**src/rtl/serial_subtractor_pkg.sv**
```systemverilog
// Shared definitions for the bit-serial subtractor: FSM state encoding and
// the counter sizing helper.
package serial_subtractor_pkg;

  typedef enum logic [1:0] {
    IDLE = 2'd0,
    RUN  = 2'd1,
    DONE = 2'd2
  } state_t;

  // Bit counter width; a one-bit operand still needs a one-bit counter.
  function automatic int cnt_width(input int w);
    return (w > 1) ? $clog2(w) : 1;
  endfunction

endpackage

```
**src/rtl/serial_subtractor_if.sv**
```systemverilog
// Start/done handshake and operand/result bus of the serial subtractor.
interface serial_subtractor_if #(
  parameter int WIDTH = 8
);
  logic             start;
  logic [WIDTH-1:0] a;
  logic [WIDTH-1:0] b;
  logic             busy;
  logic             done;
  logic [WIDTH-1:0] diff;
  logic             borrow_out;

  modport master (
    output start, a, b,
    input  busy, done, diff, borrow_out
  );

  modport slave (
    input  start, a, b,
    output busy, done, diff, borrow_out
  );
endinterface

```
**src/rtl/serial_subtractor_full_subtractor.sv**
```systemverilog
// One-bit full subtractor cell: d = x - y - bin, with borrow out.
module full_subtractor (
  input  logic x,
  input  logic y,
  input  logic bin,
  output logic d,
  output logic bout
);
  assign d    = x ^ y ^ bin;
  assign bout = (~x & y) | (~(x ^ y) & bin);
endmodule

```
**src/rtl/serial_subtractor.sv**
```systemverilog
// Bit-serial a - b, LSB first, one bit per clock through a single full
// subtractor cell with a registered borrow; start/done handshake.
module serial_subtractor
  import serial_subtractor_pkg::*;
#(
  parameter int WIDTH = 8
) (
  input  logic          clk,
  input  logic          rst,
  serial_subtractor_if.slave bus
);

  localparam int CNT_W = cnt_width(WIDTH);
  localparam logic [CNT_W-1:0] LAST_BIT = CNT_W'(WIDTH - 1);

  state_t           state_reg, state_next;
  logic [WIDTH-1:0] a_sh_reg, a_sh_next;
  logic [WIDTH-1:0] b_sh_reg, b_sh_next;
  logic [WIDTH-1:0] d_sh_reg, d_sh_next;
  logic [CNT_W-1:0] cnt_reg, cnt_next;
  logic             bin_reg, bin_next;
  logic [WIDTH-1:0] diff_reg, diff_next;
  logic             borrow_reg, borrow_next;

  logic             d_bit;
  logic             bout_bit;
  logic [WIDTH-1:0] d_shifted;

  full_subtractor u_cell (
    .x    (a_sh_reg[0]),
    .y    (b_sh_reg[0]),
    .bin  (bin_reg),
    .d    (d_bit),
    .bout (bout_bit)
  );

  // New bit enters at the MSB so the LSB-first result lands in place.
  generate
    if (WIDTH == 1) begin : g_w1
      assign d_shifted = d_bit;
    end else begin : g_wn
      assign d_shifted = {d_bit, d_sh_reg[WIDTH-1:1]};
    end
  endgenerate

  always_ff @(posedge clk) begin
    if (rst) begin
      state_reg  <= IDLE;
      a_sh_reg   <= '0;
      b_sh_reg   <= '0;
      d_sh_reg   <= '0;
      cnt_reg    <= '0;
      bin_reg    <= 1'b0;
      diff_reg   <= '0;
      borrow_reg <= 1'b0;
    end else begin
      state_reg  <= state_next;
      a_sh_reg   <= a_sh_next;
      b_sh_reg   <= b_sh_next;
      d_sh_reg   <= d_sh_next;
      cnt_reg    <= cnt_next;
      bin_reg    <= bin_next;
      diff_reg   <= diff_next;
      borrow_reg <= borrow_next;
    end
  end

  always_comb begin
    state_next  = state_reg;
    a_sh_next   = a_sh_reg;
    b_sh_next   = b_sh_reg;
    d_sh_next   = d_sh_reg;
    cnt_next    = cnt_reg;
    bin_next    = bin_reg;
    diff_next   = diff_reg;
    borrow_next = borrow_reg;
    case (state_reg)
      IDLE: begin
        if (bus.start) begin
          state_next = RUN;
          a_sh_next  = bus.a;
          b_sh_next  = bus.b;
          d_sh_next  = '0;
          cnt_next   = '0;
          bin_next   = 1'b0;
        end
      end
      RUN: begin
        d_sh_next = d_shifted;
        a_sh_next = a_sh_reg >> 1;
        b_sh_next = b_sh_reg >> 1;
        bin_next  = bout_bit;
        cnt_next  = cnt_reg + 1'b1;
        // Ports only update on the final bit, never with partial results.
        if (cnt_reg == LAST_BIT) begin
          state_next  = DONE;
          diff_next   = d_shifted;
          borrow_next = bout_bit;
        end
      end
      DONE: begin
        state_next = IDLE;
      end
      default: begin
        state_next = IDLE;
      end
    endcase
  end

  assign bus.busy       = (state_reg != IDLE);
  assign bus.done       = (state_reg == DONE);
  assign bus.diff       = diff_reg;
  assign bus.borrow_out = borrow_reg;

endmodule

```
**src/flat_wrapper.sv**
```systemverilog
// flat-port wrapper written by rule: the top's interface ports become plain ports
module serial_subtractor_flat import serial_subtractor_pkg::*;
#(
  parameter int WIDTH = 8
)
  (clk, rst, bus_start, bus_a, bus_b, bus_busy, bus_done, bus_diff, bus_borrow_out);
  serial_subtractor_if #(.WIDTH(WIDTH)) bus_i ();
  input  logic clk;
  input  logic rst;
  input wire logic [$bits(bus_i.start)-1:0] bus_start;
  input wire logic [$bits(bus_i.a)-1:0] bus_a;
  input wire logic [$bits(bus_i.b)-1:0] bus_b;
  output wire logic [$bits(bus_i.busy)-1:0] bus_busy;
  output wire logic [$bits(bus_i.done)-1:0] bus_done;
  output wire logic [$bits(bus_i.diff)-1:0] bus_diff;
  output wire logic [$bits(bus_i.borrow_out)-1:0] bus_borrow_out;
  assign bus_i.start = bus_start;
  assign bus_i.a = bus_a;
  assign bus_i.b = bus_b;
  assign bus_busy = bus_i.busy;
  assign bus_done = bus_i.done;
  assign bus_diff = bus_i.diff;
  assign bus_borrow_out = bus_i.borrow_out;
  serial_subtractor #(.WIDTH(WIDTH)) u_core (.clk(clk), .rst(rst), .bus(bus_i));
endmodule
```
**config.mk**
```make
export PLATFORM = sky130hd
export DESIGN_NAME = serial_subtractor_flat
export DESIGN_NICKNAME = d
export VERILOG_FILES = /design/src/rtl/serial_subtractor_pkg.sv /design/src/rtl/serial_subtractor_if.sv /design/src/rtl/serial_subtractor_full_subtractor.sv /design/src/rtl/serial_subtractor.sv /design/src/flat_wrapper.sv
export SDC_FILE = /design/constraint.sdc
export NUM_CORES = 1
export LEC_CHECK = 0
export CORE_UTILIZATION = 35
export DETAILED_ROUTE_END_ITERATION = 8
export SYNTH_ARGS = -nofsm -noshare
export SYNTH_HDL_FRONTEND = slang
export SYNTH_SLANG_ARGS = --single-unit
```
**constraint.sdc**
```tcl
create_clock -name clk -period 1.6 [get_ports clk]
set_clock_uncertainty 0.05 [all_clocks]
set_input_delay 0.32 -clock clk [delete_from_list [all_inputs] [get_ports clk]]
set_output_delay 0.32 -clock clk [all_outputs]
set_load 0.02 [all_outputs]
```
# Yosys cells after proc, flatten, opt, wreduce, memory -nomap -nowiden
# Index checks and enable logic that the tools add are counted.
word_totals:
  ff_bits: 39
  input_bits: 19
  output_inout_bits: 11
  wordCells: 40
classes:
  muxes: 13
  bitwise: 7
  eq_ne: 5
  n_reduce_logical: 6
  add_sub_neg: 1
ops:
  columns: ["cell", "n"]
  rows:
  - ["case mux 8 bit (2 select lines)", 3]
  - ["2-to-1 mux 8 bit", 3]
  - ["case mux 3 bit (2 select lines)", 1]
  - ["AND reduction 2 bit", 3]
  - ["2-to-1 mux 2 bit", 2]
  - ["case mux 2 bit (2 select lines)", 1]
  - ["nonzero test 2 bit", 2]
  - ["adder 3 x 1 -> 3 bit (second input constant)", 1]
  - ["== test 3 bit (second input constant)", 1]
  - ["2-to-1 mux 3 bit", 1]
  - ["bitwise AND 1 bit", 2]
  - ["== test 2 x 1 -> 1 bit (second input constant)", 1]
  - ["== test 2 bit (second input constant)", 1]
  - ["zero test 2 bit", 1]
  - ["!= test 2 x 1 -> 1 bit (second input constant)", 1]
  - ["!= test 2 bit (second input constant)", 1]
  - ["NOT 1 bit", 2]
  - ["case mux 1 bit (2 select lines)", 1]
  - ["bitwise XOR 1 bit", 2]
  - ["2-to-1 mux 1 bit", 1]
  - ["OR 1 bit", 1]

# Logic depth before layout (Yosys ltp)
# Gate-level depths: netlist of run 1.
logic_depth:
  depth_word: 5
  depth_mapped: 6
  mapped_depth_nobuf: 5

# Modules after synthesis
# A second synthesis of run 1 with hierarchy kept.
hier_totals:
  cells_unflattened: 166
  area_unflattened_um2: 1591.5
by_module_without_submodules:
  columns: ["module", "cells_each", "instances", "seq_area_each_um2", "area_each_um2"]
  rows:
  - ["serial_subtractor", 162, 1, 760.7, 1560.2]
  - ["full_subtractor", 4, 1, 0.0, 31.3]

# Worst setup path after synthesis of run 1
# Ideal clock, no wire load.
synth_timing:
  path_kind: "reg2reg"
  startpoint: "reg u_core.cnt_reg[0]"
  endpoint: "reg u_core.borrow_reg, in the netlist u_core.bus.borrow_out"
  setup_ns: 0.128
  synth_period_minus_slack_ns: 1.399
  arrival_time_ns: 1.222
  required_time_ns: 1.422
  stages_incl_launch_ff: 7
  n_path_buf: 1
  path_slack_ns: 0.201
  path_cell_list: "dfxtp_1 ha_1 ha_1 buf_2 nand3b_2 mux2i_1 nor2_1"
synth_via:
  elab_chain_cells: 2
synth_lines:
  columns: ["item", "line", "text"]
  rows:
  - ["start: declaration", "serial_subtractor.sv:20", "logic [CNT_W-1:0] cnt_reg, cnt_next;"]
  - ["start signal: assignment", "serial_subtractor.sv:61", "cnt_reg <= cnt_next;"]
  - ["== test 3 bit", "serial_subtractor.sv:95", "if (cnt_reg == LAST_BIT) begin"]
  - ["AND reduction 2 bit (no line)", null, null]
  - ["end signal: assignment", "serial_subtractor.sv:64", "borrow_reg <= borrow_next;"]
  - ["end: declaration", "serial_subtractor.sv:23", "logic borrow_reg, borrow_next;"]
# No other way between the ends.
# A chain may end at the register's enable or synchronous reset.

# Worst setup path after layout of run 1
layout_timing:
  startpoint: "reg u_core.state_reg[1]"
  endpoint: "out bus_busy"
layout_via:
  elab_chain_cells: 1
layout_lines:
  columns: ["item", "line", "text"]
  rows:
  - ["start: declaration", "serial_subtractor.sv:16", "state_t state_reg, state_next;"]
  - ["start signal: assignment", "serial_subtractor.sv:57", "state_reg <= state_next;"]
  - ["nonzero test 2 bit", "serial_subtractor.sv:110", "assign bus.busy = (state_reg != IDLE);"]
  - ["end: declaration", "flat_wrapper.sv:13", "output wire logic [$bits(bus_i.busy)-1:0] bus_busy;"]
# No other way between the ends.

==> results of run 1 <==
-- worst min-delay path by stage --
stage                               endpoint  cells after the start  slack (ns)          startpoint
after floorplan           u_core.bus.diff[0]                      2        0.39  u_core.d_sh_reg[1]
after global placement    u_core.bus.diff[0]                      2        0.40  u_core.bus.diff[0]
after detailed placement  u_core.bus.diff[0]                      2        0.40  u_core.bus.diff[0]
after CTS                 u_core.bus.diff[0]                      2        0.40  u_core.bus.diff[0]
after global routing      u_core.bus.diff[4]                      2        0.42  u_core.bus.diff[4]
final                     u_core.bus.diff[0]                      2        0.40  u_core.bus.diff[0]
-- repair_timing --
item	CTS	global route
gates resized for setup	11	1
endpoints found under the setup margin	24	1
setup buffers	0	0
-- report_power, final --
group | internal, uW | leakage [uW] | switching [uW]
Clock | 466 | 0.0000524 | 318
Combinational | 124 | 0.000470 | 116
Sequential | 988 | 0.000311 | 25.4
-- logic make-up after synthesis --
| logic type | Yosys count | synth area share, % |
|---|---|---|
| AO/OA/AOI/OAI | 49 | 25.3 |
| adder cells (fa/ha/maj) | 3 | 2.81 |
| buffers and inverters | 32 | 11.1 |
| flip-flops | 38 | 47.4 |
| multiplexers | 3 | 1.87 |
| AND/OR/NAND/NOR | 40 | 11.5 |
-- critical path: cells and delay by family (launching register included) --
| kind | cells | cell delay [ns] |
|---|---|---|
| simple gates | 1 | 0.14 |
| flops | 1 | 0.32 |
| buf+inv | 2 | 0.36 |
-- final cells by class --
class	instances	share of cell area, %
repair buffers	39	18.0
flip-flops and latches	38	37.3
inverters	19	3.49
multi-input cells	95	32.8
clock inverters	1	1.47
well taps	52	3.19
clock buffers	7	3.74
-- layer usage --
layer,vias up,track usage [%]
li1,641,-
met1,584,18.1
met2,30,21.3
met3,9,4.65
met4,0,8.22
met5,-,0
-- layout by cell type, fill, tap and decap left out, drive strengths merged --
cell type and count:
a21oi 22, a22oi 12, buf 10, bufinv 1, clkbuf 7, clkdlybuf4s50 18, dfxtp 38, dlygate4sd2 10
dlymetal6s2s 1, fa 1, ha 2, inv 19, mux2i 3, nand2 9, nand3 8, nand3b 1
nor2 18, nor2b 2, nor3 1, nor3b 1, o21bai 1, o221a 14
-- metrics by stage --
| stage | util (%) | area [um2] | setup WS, ns | hold WS [ns] | std cells |
|---|---|---|---|---|---|
| after global placement | 44.3 | 1940 | -0.323 | 0.395 | 243 |
| after CTS | 46.5 | 2040 | 0.000267 | 0.403 | 251 |
| after detailed placement | 44.3 | 1940 | -0.407 | 0.396 | 243 |
| after global routing | 46.5 | 2040 | 0.0378 | 0.422 | 251 |
| final | 46.5 | 2040 | 0.132 | 0.400 | 251 |
| after floorplan | - | 1610 | 0.201 | 0.393 | 165 |
==> results.toml, run 1 <==
[setup_path]
timing.critical_path.to = "bus_busy"
path_cells = "nor2_1 -> inv_1 -> dlygate4sd2_1"
timing_worst_setup_path_type = "flop to output pin"
path_max_fanout = 3
slowest_cell_on_crit_path = "sky130_fd_sc_hd__dfxtp_1"
reg2reg_from = "u_core.state_reg[0]"
crit_path_start_kind = "flop"
cp_data_required_time_ns = 1.23
end_of_the_worst_register_to_register_path = "u_core.b_sh_reg[1]"
timing.critical_path.to_type = "output pin"
logic_depth_of_the_worst_register_to_register_path = 4
worstSetupStartpoint = "u_core.state_reg[1]"
timing.critical_path.arrival_ns = 1.10
slowest_delay_ns = 0.32
ff2ff_setup_slack_ns = 0.19

[timing]
finalCritPeriodShare_pct = 91.7
max_freq_ghz = 0.681
final_hold_viol_count = 0
setup-violations-final = 0
worst-slew-pin-transition_ns = 0.557
max-slew-margin-rel_pct = 62.8
final_max_slew_viol_count = 0
totalNegativeSetupSlack_ns = 0
rsz0062_at_grt = "false"
fin_crit_ns = 1.47

[synthesis]
synth.area.top_cells = "sky130_fd_sc_hd__dfxtp_1 47%, sky130_fd_sc_hd__o221a_1 7.0%, sky130_fd_sc_hd__a21oi_2 6.0%"
asyncSetResetFlopFracSynth_pct = 0
synth-main-ff-cell = "sky130_fd_sc_hd__dfxtp_1"
synth_common_cells = "38 x sky130_fd_sc_hd__dfxtp_1, 19 x sky130_fd_sc_hd__inv_1, 18 x sky130_fd_sc_hd__nor2_1"
netlist-cell-type-count = 24
ys_ff_latch = 38
syn_area_per_cell_um2 = 9.73
synth.largest_area_cell = "sky130_fd_sc_hd__dfxtp_1"
yosysSeqAreaShare_pct = 47.4
synth_most_common_cell = "sky130_fd_sc_hd__dfxtp_1"
synthesis.instances = 165
synthesis.area_mm2 = 0.00161
synth_enable_flop_cells = 0
yosysTopAreaCellShare_pct = 47.4
yosysWarnings = 0
synth_nets = 187

[cts]
cts.reportedPaths.clkPinSlew_ns = 0.07
clock_tree_sinks = 38
clkLatencyLatePin_ns = 0.29
clock-root-buffer = "sky130_fd_sc_hd__clkbuf_8"
cts_hold_buffers = 0
cts_buffers = 5
clockBufferDepth = 2
tritoncts = "built"
htree_levels = 2

[floorplanning]
floorplan.core_area_mm2 = 0.00438
floorplan.io_pins = 30
die_area_mm2 = 0.00486
floorplan.die.width_um = 69.7
placementRows = 24
floorplan.initialDensity_pct = 36.6
die_height_um = 69.7

[route]
m1WireLength_um = 1520
drtPass1Iterations = 4
vias_per_cell = 5.04
drc = 0
detail_route.wl_per_cell_um = 12.6
antenna_left = 0
met2RoutedLength_um = 1400
dr_wl_met3_um = 141
drc_marker_count_from_the_first_detailed_route_iteration = 63
highest_layer = "met4"
postRouteWirelength_um = 3160
num_vias = 1264

[placed_design]
detailed_place_hpwl_um = 2160
gp_congestion = 0.711
port_buffers = 29

[final_layout]
final.fill_count = 424
final-seq-area_um2 = 761
fraction_of_layout_instances_using_a_drive_strength_above_1_pct = 17.1
insertedDiodeCount = 0
multiInputGateArea_um2 = 669
final_net_count = 220
synthToLayoutAreaGrowth_pct = 27.1

[global_route]
grt.total_usage_pct = 14.3
grt_max_degree = 39
grt_first_pass_wirelength_um = 5450
global_route.overflow_total = 0
initial_antenna_violation_count = 0
first_global_vias = 1224

[power]
p_total_uw = 2040
power.density_cell_area_mw_per_mm2 = 998
total_leakage_power_uw = 0.000834
power.ir.vdd_worst_mv = 0.426

[status]
status = "finished clean"

[hold_path]
holdCritPathClass = "flop to flop"

[flow_run]
max_cap_violations = 0
Power figures use the tool's default switching activity.
==> run 2: changes to the inputs <==
--- a/config.mk
+++ b/config.mk
@@ -9,4 +9,5 @@
 export DETAILED_ROUTE_END_ITERATION = 8
 export SYNTH_ARGS = -nofsm -noshare
 export SYNTH_HDL_FRONTEND = slang
+export SYNTH_HIERARCHICAL = 1
 export SYNTH_SLANG_ARGS = --single-unit
==> results.toml, run 2 <==
[power]
share_of_total_power_in_sequential_cells_pct = 50.5
total_leakage_power_uw = 0.000854
portion_of_total_power_attributed_to_the_clock_network_pct = 37.4
power.ir.vdd_worst_mv = 0.355
p_switching_uw = 464
power.internal_uw = 1550
part_of_the_power_in_combinational_logic_pct = 12.1
power.density_cell_area_mw_per_mm2 = 979
switching_share_pct = 23.0

[synthesis]
ys_ff_latch = 38
yosysSeqAreaShare_pct = 47.8
synth_most_common_cell = "sky130_fd_sc_hd__dfxtp_1"
synthesis.area_mm2 = 0.00159
synth.largest_area_cell = "sky130_fd_sc_hd__dfxtp_1"
synth.area.top_cells = "sky130_fd_sc_hd__dfxtp_1 48%, sky130_fd_sc_hd__o221a_1 7.1%, sky130_fd_sc_hd__a22oi_1 5.7%"
asyncSetResetFlopFracSynth_pct = 0
netlist-cell-type-count = 26
synth_common_cells = "38 x sky130_fd_sc_hd__dfxtp_1, 19 x sky130_fd_sc_hd__inv_1, 16 x sky130_fd_sc_hd__nor2_1"
synth_nets = 188
synth-main-ff-cell = "sky130_fd_sc_hd__dfxtp_1"
synthesis.instances = 166
synth_enable_flop_cells = 0
yosysWarnings = 6
syn_area_per_cell_um2 = 9.59
yosysTopAreaCellShare_pct = 47.8

[cts]
clock-root-buffer = "sky130_fd_sc_hd__clkbuf_8"
tritoncts = "built"
htree_levels = 2
clockBufferDepth = 2
cts_hold_buffers = 0
cts.reportedPaths.clkPinSlew_ns = 0.07
clock_tree_sinks = 38
clkLatencyLatePin_ns = 0.28
post_cts_resized = 9
cts_buffers = 5
setup_bufs_post_cts = 0

[floorplanning]
floorplan.io_pins = 30
die_area_mm2 = 0.00482
floorplan.die.width_um = 69.4
floorplan.core_area_mm2 = 0.00435
placementRows = 24
floorplan.initialDensity_pct = 36.6
die_height_um = 69.4

[placed_design]
detailed_place_hpwl_um = 2140
placed_cell_area_mm2 = 0.00194
port_buffers = 29
numPlacedInstances = 242
gp_congestion = 0.685

[route]
num_vias = 1260
drc = 0
drc_marker_count_from_the_first_detailed_route_iteration = 76
postRouteWirelength_um = 3220
drtPass1Iterations = 4
vias_per_cell = 5.04
detail_route.wl_per_cell_um = 12.9
antenna_left = 0

[final_layout]
multiInputGateArea_um2 = 673
synthToLayoutAreaGrowth_pct = 29.1
final_core_utilization_pct = 47.2
final_common_cell = "sky130_fd_sc_hd__dfxtp_1"
final.fill_count = 406
fraction_of_layout_instances_using_a_drive_strength_above_1_pct = 17.7
insertedDiodeCount = 0
layout.cells.non_filler = 250
final_area_mm2 = 0.00205
final-seq-area_um2 = 762
final_net_count = 219
mostFrequentLayoutCells = "37 x sky130_fd_sc_hd__dfxtp_1, 19 x sky130_fd_sc_hd__inv_1, 18 x sky130_fd_sc_hd__clkdlybuf4s50_1"

[setup_path]
slowest_delay_ns = 0.35
crit_path_start_kind = "flop"
path_max_fanout = 6
timing.critical_path.to_type = "output pin"
path_cells = "nor2_1 -> inv_1 -> dlygate4sd2_1"
timing.critical_path.arrival_ns = 1.11
cp_data_required_time_ns = 1.23
timing_worst_setup_path_type = "flop to output pin"
slowest_cell_on_crit_path = "sky130_fd_sc_hd__dfxtp_2"

[timing]
fin_crit_ns = 1.48
setup-violations-final = 0
max-slew-margin-rel_pct = 66.5
rsz0062_at_grt = "false"
final_max_slew_viol_count = 0
max_freq_ghz = 0.675
timing.hold.ws_ns = 0.404
finalCritPeriodShare_pct = 92.6
final_hold_viol_count = 0
worst-slew-pin-transition_ns = 0.502
totalNegativeSetupSlack_ns = 0

[flow_run]
max_cap_violations = 0

[hold_path]
holdCritPathClass = "flop to flop"

[global_route]
grt_first_pass_wirelength_um = 5540
first_global_vias = 1244
grt_max_degree = 39
grt.total_usage_pct = 14.4
initial_antenna_violation_count = 0
global_route.overflow_total = 0

[status]
status = "finished clean"
run 2: cell count changes after synthesis, moves of 2 or more:
cell | previous run | this run
sky130_fd_sc_hd__a21oi_1 | 11 | 13
sky130_fd_sc_hd__buf_6 | 3 | 1
sky130_fd_sc_hd__mux2i_1 | 3 | 1
sky130_fd_sc_hd__nor2_1 | 18 | 16
run 2: power groups by stage:
stage | Clock (uW) | Combinational [uW] | Sequential, uW
6_report | 753 | 243 | 1020
3_5_place_dp | 0 | 243 | 1040
2_1_floorplan | 0 | 170 | 1030
4_1_cts | 779 | 245 | 1020
3_3_place_gp | 0 | 238 | 1030
5_1_grt | 816 | 265 | 1020
run 2: final cells by class:
| type | count | area share, % |
|---|---|---|
| flip-flops and latches | 38 | 37.1 |
| multi-input cells | 96 | 32.8 |
| repair buffers | 37 | 18.1 |
| clock buffers | 8 | 5.36 |
| inverters | 19 | 3.47 |
| well taps | 52 | 3.17 |
run 2: worst paths after layout:
path                  startpoint  slack, ns  cells past startpoint                    end
max reg2reg    u_core/cnt_reg[0]       0.19                      5  u_core/bus.borrow_out
min           u_core/bus.diff[2]       0.40                      2     u_core/bus.diff[2]
max          u_core/state_reg[0]       0.12                      3               bus_busy
min reg2reg   u_core/bus.diff[2]       0.40                      2     u_core/bus.diff[2]
run 2: stage by stage:
stage,total power [uW],setup slack [ns]
finish,2010,0.119
global route,2100,0.0402
CTS,2040,0.00567
detailed placement,1280,-0.294
global placement,1270,-0.295
floorplan,1200,0.295
run 2: kinds of logic after synthesis:
logic type / share of synthesized area, %
AOI/OAI and AO/OA: 26.4
adders and majority gates: 2.83
buffers and inverters: 10.5
DFF: 47.8
muxes: 0.629
and+or+nand+nor: 11.9
run 2: worst max-delay path, delay by kind of cell (launching register included):
kind	cells	cell delay, ns
and+or+nand+nor	1	0.12
buffers and inverters	2	0.36
DFF	1	0.35
run 2: routing by layer:
layer / vias to the layer above / global-route usage, % / wire, um
met4: 0 / 6.35 / 48
met3: 5 / 3.92 / 153
li1: 637 / - / -
met1: 593 / 17.3 / 1470
met2: 25 / 23.8 / 1560
met5: - / 0 / 0
==> run 3: changes to the inputs <==
--- a/config.mk
+++ b/config.mk
@@ -5,8 +5,10 @@
 export SDC_FILE = /design/constraint.sdc
 export NUM_CORES = 1
 export LEC_CHECK = 0
+export CAP_MARGIN = 20
 export CORE_UTILIZATION = 35
 export DETAILED_ROUTE_END_ITERATION = 8
+export REMOVE_ABC_BUFFERS = 1
 export SYNTH_ARGS = -nofsm -noshare
 export SYNTH_HDL_FRONTEND = slang
 export SYNTH_HIERARCHICAL = 1
==> results.toml, run 3 (same netlist as run 2, synthesis figures left out) <==
[final_layout]
final.fill_count = 410
final_common_cell = "sky130_fd_sc_hd__dfxtp_1"
multiInputGateArea_um2 = 673
final_net_count = 218
layout.cells.non_filler = 248
fraction_of_layout_instances_using_a_drive_strength_above_1_pct = 15.3
final_core_utilization_pct = 46.5
final-seq-area_um2 = 761
synthToLayoutAreaGrowth_pct = 27.1
insertedDiodeCount = 0
mostFrequentLayoutCells = "38 x sky130_fd_sc_hd__dfxtp_1, 19 x sky130_fd_sc_hd__inv_1, 18 x sky130_fd_sc_hd__clkdlybuf4s50_1"

[timing]
finalCritPeriodShare_pct = 96.8
final_max_slew_viol_count = 0
max_freq_ghz = 0.645
final_hold_viol_count = 0
rsz0062_at_grt = "false"
setup-violations-final = 0
max-slew-margin-rel_pct = 65.3
worst-slew-pin-transition_ns = 0.521
fin_crit_ns = 1.55

[flow_run]
max_cap_violations = 0

[setup_path]
timing.critical_path.arrival_ns = 1.18
crit_path_start_kind = "flop"
path_max_fanout = 3
timing_worst_setup_path_type = "flop to output pin"
cp_data_required_time_ns = 1.23
timing.critical_path.to_type = "output pin"

[cts]
cts.reportedPaths.clkPinSlew_ns = 0.07
clockBufferDepth = 2
htree_levels = 2
clock_tree_sinks = 38
cts_buffers = 5
clock-root-buffer = "sky130_fd_sc_hd__clkbuf_8"
clkLatencyLatePin_ns = 0.28
tritoncts = "built"
cts_hold_buffers = 0

[placed_design]
detailed_place_hpwl_um = 2100
gp_congestion = 0.775
port_buffers = 29
numPlacedInstances = 241

[hold_path]
holdCritPathClass = "flop to flop"

[route]
postRouteWirelength_um = 3210
detail_route.wl_per_cell_um = 12.9
drc_marker_count_from_the_first_detailed_route_iteration = 64
drtPass1Iterations = 4
antenna_left = 0
drc = 0
vias_per_cell = 4.98
num_vias = 1236

[power]
p_total_uw = 1860
power.ir.vdd_worst_mv = 0.325
power.density_cell_area_mw_per_mm2 = 918
total_leakage_power_uw = 0.000871

[floorplanning]
floorplan.die.width_um = 69.4
floorplan.initialDensity_pct = 36.6
die_area_mm2 = 0.00482
floorplan.core_area_mm2 = 0.00435
floorplan.io_pins = 30
placementRows = 24
die_height_um = 69.4

[global_route]
first_global_vias = 1254
grt_first_pass_wirelength_um = 5620
grt.total_usage_pct = 14.5
grt_max_degree = 39
global_route.overflow_total = 0
initial_antenna_violation_count = 0

[status]
status = "finished clean"
run 3: final timing paths:
check	from	end	slack [ns]	cells past startpoint
worst max register to register	u_core/cnt_reg[0]	u_core/bus.diff[7]	0.16	5
worst max-delay path	u_core/state_reg[1]	bus_done	0.05	2
worst min register to register	u_core/bus.diff[6]	u_core/bus.diff[6]	0.40	2
worst min-delay path	u_core/bus.diff[6]	u_core/bus.diff[6]	0.40	2
run 3: per-layer routing:
metal,vias to the layer above,routed length (um),GRT usage [%]
met2,18,1500,23.9
met1,575,1530,17.5
met3,5,114,4.36
li1,638,-,-
met4,0,57,6.12
met5,-,0,0
run 3: through the flow:
stage | setup TNS (ns) | instance area [um2] | setup WS (ns) | hold slack, ns
final | 0 | 2020 | 0.0507 | 0.401
after global routing | 0 | 2020 | 0.0155 | 0.436
after CTS | 0 | 2010 | 0.00235 | 0.405
after detailed placement | -8.62 | 1930 | -0.342 | 0.396
after global placement | -6.30 | 1930 | -0.280 | 0.394
after floorplan | 0 | 1500 | 0.121 | 0.335
run 3: cell type report:
| cell class | count | share of cell area (%) |
|---|---|---|
| repair buffers | 36 | 18.6 |
| well taps | 52 | 3.22 |
| flip-flops and latches | 38 | 37.6 |
| inverters | 19 | 3.53 |
| clock buffers | 7 | 3.77 |
| multi-input cells | 96 | 33.3 |
run 3: worst max-delay path, cell delays in order (launching register included):
cell	delay [ns]
sky130_fd_sc_hd__dfxtp_1	0.36
sky130_fd_sc_hd__nor2b_1	0.18
sky130_fd_sc_hd__dlygate4sd2_1	0.35
run 3: timing repair:
action	4_1_cts	5_1_grt
gates resized for setup	7	6
cloned	0	0
setup endpoints to repair	28	6
setup buffers	0	0
run 3: power by group:
group	total [uW]	leakage, uW	internal, uW	switching [uW]
logic	240	0.000522	124	116
registers	1010	0.000311	989	24.8
clock network	604	0.0000383	300	304
